[src/rtl/inst_arb_pkg.sv]
// Shared types and helpers for the instance round-robin arbiter.
// Provides the FSM state enum, default requester count and a one-hot decoder.
package inst_arb_pkg;

    typedef enum logic [1:0] {
        IDLE  = 2'd0,
        GRANT = 2'd1,
        GAP   = 2'd2
    } arb_state_e;

    localparam int DEFAULT_NUM_REQ = 5;

    // Index of the set bit of a one-hot vector (up to 16 bits); 0 if none.
    function automatic logic [3:0] onehot_to_idx(input logic [15:0] oh);
        logic [3:0] idx;
        idx = '0;
        for (int i = 0; i < 16; i++) begin
            if (oh[i]) idx = 4'(i);
        end
        return idx;
    endfunction

endpackage

[src/rtl/inst_rr_pick.sv]
// Rotating priority encoder: first set req bit scanning ptr, ptr+1, ...
// Ports: req, ptr in; pick_valid, pick_id out. Wrap is modulo NUM_REQ.
module inst_rr_pick
    import inst_arb_pkg::*;
#(
    parameter int NUM_REQ = DEFAULT_NUM_REQ,
    parameter int ID_W    = $clog2(NUM_REQ)
) (
    input  logic [NUM_REQ-1:0] req,
    input  logic [ID_W-1:0]    ptr,
    output logic               pick_valid,
    output logic [ID_W-1:0]    pick_id
);

    localparam logic [ID_W:0] N = (ID_W+1)'(NUM_REQ);

    logic [ID_W:0] sum;

    // Scan from the farthest offset down so the nearest hit wins last.
    always_comb begin
        pick_valid = 1'b0;
        pick_id    = '0;
        sum        = '0;
        for (int i = NUM_REQ - 1; i >= 0; i--) begin
            sum = {1'b0, ptr} + (ID_W+1)'(i);
            if (sum >= N) sum = sum - N;
            if (req[sum[ID_W-1:0]]) begin
                pick_valid = 1'b1;
                pick_id    = sum[ID_W-1:0];
            end
        end
    end

endmodule

[src/rtl/inst_rr_arbiter.sv]
// Round-robin arbiter sharing one resource among sibling instances.
// Ports: clk, rst (async high), req, rel in; gnt, gnt_valid, gnt_id,
// busy, timeout out. Macro INST_ARB_HOLD_TIMEOUT_EN adds hold timeout.
module inst_rr_arbiter
    import inst_arb_pkg::*;
#(
    parameter int NUM_REQ  = DEFAULT_NUM_REQ,
    parameter int ID_W     = $clog2(NUM_REQ),
    parameter int MAX_HOLD = 16,
    parameter int HOLD_W   = $clog2(MAX_HOLD + 1)
) (
    input  logic               clk,
    input  logic               rst,
    input  logic [NUM_REQ-1:0] req,
    input  logic [NUM_REQ-1:0] rel,
    output logic [NUM_REQ-1:0] gnt,
    output logic               gnt_valid,
    output logic [ID_W-1:0]    gnt_id,
    output logic               busy,
    output logic               timeout
);

    localparam logic [NUM_REQ-1:0] ONE = NUM_REQ'(1);

    arb_state_e         state, state_n;
    logic [ID_W-1:0]    ptr, ptr_n;
    logic [NUM_REQ-1:0] gnt_n;
    logic [ID_W-1:0]    gnt_id_n;
    logic               pick_valid;
    logic [ID_W-1:0]    pick_id;
    logic               rel_hit;
    logic               force_rel;
    logic               timeout_n;

    inst_rr_pick #(
        .NUM_REQ (NUM_REQ),
        .ID_W    (ID_W)
    ) u_pick (
        .req        (req),
        .ptr        (ptr),
        .pick_valid (pick_valid),
        .pick_id    (pick_id)
    );

`ifdef INST_ARB_HOLD_TIMEOUT_EN
    logic [HOLD_W-1:0] hold_cnt, hold_cnt_n;
    logic              timeout_r;
    logic              hold_exp;

    assign hold_exp = (hold_cnt >= HOLD_W'(MAX_HOLD - 1));
    assign timeout  = timeout_r;
`else
    assign timeout  = 1'b0;
`endif

    // Either an explicit release or the holder dropping its request.
    assign rel_hit = rel[gnt_id] | ~req[gnt_id];

    always_comb begin
        state_n   = state;
        ptr_n     = ptr;
        gnt_n     = gnt;
        gnt_id_n  = gnt_id;
        timeout_n = 1'b0;
        force_rel = 1'b0;
`ifdef INST_ARB_HOLD_TIMEOUT_EN
        hold_cnt_n = hold_cnt;
        force_rel  = hold_exp;
`endif
        unique case (state)
            IDLE, GAP: begin
                gnt_n = '0;
                if (pick_valid) begin
                    gnt_n    = ONE << pick_id;
                    gnt_id_n = pick_id;
                    state_n  = GRANT;
`ifdef INST_ARB_HOLD_TIMEOUT_EN
                    hold_cnt_n = '0;
`endif
                end else begin
                    state_n = IDLE;
                end
            end
            GRANT: begin
                if (rel_hit | force_rel) begin
                    gnt_n     = '0;
                    state_n   = GAP;
                    timeout_n = force_rel & ~rel_hit;
                    if (gnt_id == ID_W'(NUM_REQ - 1)) ptr_n = '0;
                    else                              ptr_n = gnt_id + 1'b1;
                end
`ifdef INST_ARB_HOLD_TIMEOUT_EN
                else if (hold_cnt != '1) begin
                    hold_cnt_n = hold_cnt + 1'b1;
                end
`endif
            end
            default: begin
                gnt_n   = '0;
                state_n = IDLE;
            end
        endcase
    end

    always_ff @(posedge clk or posedge rst) begin
        if (rst) begin
            state  <= IDLE;
            ptr    <= '0;
            gnt    <= '0;
            gnt_id <= '0;
        end else begin
            state  <= state_n;
            ptr    <= ptr_n;
            gnt    <= gnt_n;
            gnt_id <= gnt_id_n;
        end
    end

`ifdef INST_ARB_HOLD_TIMEOUT_EN
    always_ff @(posedge clk or posedge rst) begin
        if (rst) begin
            hold_cnt  <= '0;
            timeout_r <= 1'b0;
        end else begin
            hold_cnt  <= hold_cnt_n;
            timeout_r <= timeout_n;
        end
    end
`endif

    assign gnt_valid = |gnt;
    assign busy      = (state != IDLE);

endmodule

[config.mk]
export PLATFORM = sky130hd
export DESIGN_NAME = inst_rr_arbiter
export DESIGN_NICKNAME = d
export VERILOG_FILES = /design/src/rtl/inst_arb_pkg.sv /design/src/rtl/inst_rr_pick.sv /design/src/rtl/inst_rr_arbiter.sv
export SDC_FILE = /design/constraint.sdc
export NUM_CORES = 1
export LEC_CHECK = 0
export CORE_ASPECT_RATIO = 0.8
export CORE_MARGIN = 1.5
export CORE_UTILIZATION = 50
export CTS_CLUSTER_SIZE = 28
export DETAILED_ROUTE_END_ITERATION = 16
export PLACE_DENSITY_LB_ADDON = 0.1
export SLEW_MARGIN = 10
export SYNTH_ARGS = -nofsm -noshare
export SYNTH_HDL_FRONTEND = slang
export SYNTH_SLANG_ARGS = --single-unit
export TNS_END_PERCENT = 50
[constraint.sdc]
create_clock -name clk -period 8.4 [get_ports clk]
set_input_delay 1.68 -clock clk [delete_from_list [all_inputs] [get_ports clk]]
set_output_delay 1.68 -clock clk [all_outputs]
set_load 0.05 [all_outputs]
## Yosys cells after proc, flatten, opt, wreduce, memory -nomap -nowiden

Cells that the tools add are included.

- Bitwise operators: 2
- Equality and inequality tests: 4
- Multiplexer cells: 36
- Reduce and logical (&&, ||, !) cells: 6
- Add/subtract/negate cells: 10
- Magnitude comparators: 11
- Shift-type cells: 1

Operators with widths:

| cell | number |
|---|---|
| $mux W3 | 11 |
| $lt A3 B4 Y1 const B | 6 |
| $bmux W1 S3 | 7 |
| $ge A4 B3 Y1 const B | 4 |
| $sub A3 B3 Y3 const B | 5 |
| $mux W1 | 13 |
| $mux W5 | 2 |
| $pmux W5 S2 | 1 |
| $add A3 B2 Y4 const B | 2 |
| $reduce_or A5 Y1 | 1 |
| $shl A1 B3 Y5 const A | 1 |
| $add A3 B1 Y4 const B | 1 |
| $add A3 B3 Y4 const B | 1 |
| $pmux W2 S2 | 1 |
| $reduce_and A2 Y1 | 2 |
| $add A3 B1 Y3 const B | 1 |
| $eq A3 B3 Y1 const B | 1 |
| $ge A3 B3 Y1 const B | 1 |
| $eq A2 B1 Y1 const B | 1 |
| $eq A2 B2 Y1 const B | 1 |
| $logic_not A2 Y1 | 1 |
| $mux W2 | 1 |
| $ne A2 B2 Y1 const B | 1 |
| $reduce_bool A2 Y1 | 1 |
| other kinds (3) | 3 |

- Bits of input ports: 12
- Output and inout port bits: 11
- Logic and storage cells: 74
- Register bits: 13

## Logic depth before layout (Yosys ltp)

- Depth after elaboration: 13
- Depth in mapped cells: 13
- Mapped depth without buffers: 12

## By module

Synthesis repeated with hierarchy kept, for this count alone.

- Cells, all modules: 223
- Area total of the unflattened synthesis: 1886.8 um2

By module, submodules not included:

| module | cells each | instances | area each (um2) | sequential area each (um2) |
|---|---|---|---|---|
| inst_rr_pick | 160 | 1 | 1202.4 | 0.0 |
| inst_rr_arbiter | 63 | 1 | 684.4 | 325.3 |

## Worst setup path after synthesis

OpenSTA, ideal clock, no wires.

- Path kind: input -> register
- From: input port req[2]
- To: register gnt[1]
- Data required time: 8.279 ns
- Data arrival time: 3.522 ns
- Slack: 4.757 ns
- Path buffers: 1
- Stages: 8
- Library setup time: 0.121 ns
- Path through: buf_2 > mux4_1 > mux2_2 > and2_4 > nor2_2 > mux2_2 > a21o_1 > a22o_1

- Word-level cells in the longest chain between the ends: 10

Ends and longest elaborated chain:

| what | line | source |
|---|---|---|
| from (decl) | inst_rr_arbiter.sv:14 | `input logic [NUM_REQ-1:0] req,` |
| $bmux W1 S3 | inst_rr_pick.sv:27 | `if (req[sum[ID_W-1:0]]) begin` |
| $mux W1 (not written as such) | inst_rr_pick.sv:27 |  |
| $mux W3 (5 in series) | inst_rr_pick.sv:27 |  |
| $shl A1 B3 Y5 | inst_rr_arbiter.sv:74 | `gnt_n = ONE << pick_id;` |
| $mux W5 | inst_rr_arbiter.sv:73 | `if (pick_valid) begin` |
| $pmux W5 S2 | inst_rr_arbiter.sv:70 | `unique case (state)` |
| to (signal assigned) | inst_rr_arbiter.sv:114 | `gnt <= gnt_n;` |
| to (decl) | inst_rr_arbiter.sv:16 | `output logic [NUM_REQ-1:0] gnt,` |

Several ways; a longest one is shown, not always the timed one. The select of a mux whose other input is x is not followed.
A chain may end at the register's enable or synchronous reset.

## Worst setup path after layout

- From: register ptr[0]
- To: register gnt_id[0]

- Word-level cells in the longest chain between the ends: 11

Ends and longest elaborated chain:

| what | line | source |
|---|---|---|
| from (decl) | inst_rr_arbiter.sv:26 | `logic [ID_W-1:0] ptr, ptr_n;` |
| from (signal assigned) | inst_rr_arbiter.sv:113 | `ptr <= ptr_n;` |
| $add A3 B3 Y4 | inst_rr_pick.sv:25 | `sum = {1'b0, ptr} + (ID_W+1)'(i);` |
| $ge A4 B3 Y1 / $sub A3 B3 Y3 (equally long branches) | inst_rr_pick.sv:26 | `if (sum >= N) sum = sum - N;` |
| $mux W3 | inst_rr_pick.sv:26 |  |
| $bmux W1 S3 | inst_rr_pick.sv:27 |  |
| $mux W1 (not written as such) | inst_rr_pick.sv:27 |  |
| $mux W1 (5 in series) | inst_rr_pick.sv:27 |  |
| $reduce_and A2 Y1 (no source line) | -- |  |
| to (signal assigned) | inst_rr_arbiter.sv:115 | `gnt_id <= gnt_id_n;` |
| to (decl) | inst_rr_arbiter.sv:18 | `output logic [ID_W-1:0] gnt_id,` |

Several ways; a longest one is shown, not always the timed one. The select of a mux whose other input is x is not followed.

==> results.toml <==
[cts]
post-cts-setup-buffers = 0
cts_buffers = 3
ctsHoldBuffers = 0
cts.clk_slew.worst_paths_ns = 0.06
ctsResizeCount = 0
clock_sinks = 13
clock_latency_ns = 0.24
cts_root_buf = "clkbuf_8"
cts_tree = "built"
clockBufferDepth = 2
cts_htree_levels = 1

[grt]
antenna_found_initial = 0
grt_pass1_wl_um = 8310
grtUsageMet3_pct = 6.54
grt_busiest_layer = "met2"
grt_util_all_layers_pct = 25.8
use_met1_pct = 37.3
grt_pass1_vias = 1747
grt_max_degree = 23
gr-total-overflow = 0
grt_use_met2_pct = 39.3

[sta]
clock_skew_ns = 0.00432
worst_pin_slew_ns = 0.777
finalSetupViolations = 0
tns_ns = 0
period_needed_ns = 4.25
max_slew_margin_pct = 48.2
finalHoldViolations = 0
period_share_pct = 50.6
drv_slew = 0
rsz0062_at_grt = "false"
fmax_mhz = 235

[floorplan]
num_io_pins = 23
die-area_sq_um = 4090
start_util_pct = 53.1
row_count = 19
die_w_um = 71.1
core_area_sq_um = 3490
dieHeight_um = 57.5

[critical_path]
required_ns = 8.51
slowest_delay_ns = 0.81
critPathArrivalTime_ns = 4.36
crit_type = "reg -> reg"
crit_path_top_delay_cell = "dfrtp_1"
startpoint = "ptr[0]$_DFFE_PP0P_"
cp_common_cell = "mux2_2"
crit_chain = "clkinv_1 -> ha_1 -> mux4_1 -> mux2_2 -> and2_4 -> nor2_2 -> mux2_2 -> a21oi_1 -> o21ai_0"
worstReg2RegStart = "ptr[0]$_DFFE_PP0P_"
crit_fanout = 21
endpoint_kind = "flop"
cp-start-kind = "flop"

[placed_design]
post_dp_cell_area_sq_um = 2040
portBuffers = 21
dpl.hpwl_um = 3850
gp_congestion = 0.972

[run]
maxCapViolCount = 0

[final_layout]
drive_gt1_share_pct = 12.9
mostFrequentLayoutCells = "clkdlybuf4s50_1, a21oi_1, nor2_1, nand2_1, dfrtp_1"
layout_commonest_cell = "clkdlybuf4s50_1"
insertedDiodeCount = 0
nets = 256
syn2layout_area_growth_pct = 12.6
final_cell_area_sq_um = 2090

[synth]
synth_cell_type_count = 68
synth_top_area_share_pct = 17.5
synth-seq-cells = 13
ys_warn_count = 0
synth_edf_count = 0
synth.area.top_cells = "dfrtp_1, ha_1, mux2_2, a21oi_1, mux4_2"
postSynthAreaPerCell_sq_um = 8.47
synthArstFlopShare_pct = 100
synth_ff_type = "dfrtp_1"
ys_seq_area_share_pct = 17.5
yosys.area.top_type = "dfrtp_1"
synthesis.area_sq_um = 1860
syn-num-nets = 242
syn_inst = 219

[drt]
avgRoutedWirePerCell_um = 18.1
postRouteAntennaNets = 0
drcViolationCount = 0
vias = 1794
dr.first_iter.drc_count = 145
wl_um = 4970
vias_per_cell = 6.55
dr.pass1.iters = 4

[worst_hold_path]
min_from = "gnt[4]$_DFFE_PP0P_"
hold_class = "reg -> reg"

[run_status]
status = "completed"
cells by family after synthesis:
family	Yosys count	share of synthesized area [%]
simple gates	73	21.8
flops	13	17.5
mux	20	15.4
fa+ha+maj	11	7.82
other cells	1	0.202
compound gates	71	28.3
buf+inv	25	6.61
xor+xnor	5	2.36
worst max-delay path: cells and delay by family, from the launching register on:
| family | cells | cell delay [ns] |
|---|---|---|
| muxes | 3 | 1.26 |
| DFF | 1 | 0.81 |
| adders and majority gates | 1 | 0.76 |
| buffers and inverters | 1 | 0.57 |
| AOI/OAI and AO/OA | 2 | 0.38 |
| and+or+nand+nor | 2 | 0.31 |
per-stage QoR:
| stage | setup WS, ns | util [%] | std cells | hold WS [ns] |
|---|---|---|---|---|
| after floorplan | 4.76 | - | 219 | 0.566 |
| after global placement | 4.09 | 58.5 | 270 | 0.506 |
| after detailed placement | 4.02 | 58.5 | 270 | 0.505 |
| after CTS | 4.17 | 59.8 | 274 | 0.517 |
| after global routing | 3.88 | 59.8 | 274 | 0.554 |
| final | 4.15 | 59.8 | 274 | 0.508 |
cell usage after synthesis, types with 2 or more instances:
cell,count
nor3_1,4
inv_1,12
a21oi_2,2
xnor2_1,5
a31oi_1,3
and4_1,2
nand2b_1,9
a21o_1,3
a22o_1,2
nand3_1,9
o211ai_1,2
a41oi_1,3
nand2_1,14
buf_2,5
o22ai_1,4
o31a_1,2
a21oi_1,15
mux4_2,3
nor2b_1,4
mux2_2,7
dfrtp_1,13
nor3b_1,2
clkbuf_1,3
and3_1,5
ha_1,10
o21ai_0,11
buf_6,2
buf_4,2
nor2_1,14
o21ai_1,3
mux4_1,2
mux2i_1,6
area by class of cell:
type / instances / area, sq um
clock buffers: 4 / 45.0
fillers: 313 / 1410
inverters: 13 / 48.8
multi-input cells: 181 / 1410
flip-flops and latches: 13 / 325
well taps: 42 / 52.6
repair buffers: 21 / 210
flip-flops by register name, indices dropped and copies added, names as in the netlist:
register / flops
gnt: 5
gnt_id: 3
ptr: 3
state: 2
metal layers:
metal  vias up  part of all wire, %
met1       834                   47
met2        93                   44
met5         -                    0
met4         0                 0.62
met3         4                  8.5
li1        863                    -
final timing paths:
check                                         to  slack, ns  cells past startpoint
min in group asynchronous   state[1]$_DFFE_PP0P_       1.75                      2
min                           gnt[4]$_DFFE_PP0P_       0.51                      2
max in group asynchronous     gnt[3]$_DFFE_PP0P_       6.31                      2
max reg2reg                gnt_id[0]$_DFFE_PP0P_       4.15                      9
min reg2reg                   gnt[4]$_DFFE_PP0P_       0.51                      2
max                        gnt_id[0]$_DFFE_PP0P_       4.15                      9
Power is not shown: default switching activity piles up to over one toggle a cycle in this logic, so the estimate is an artifact.
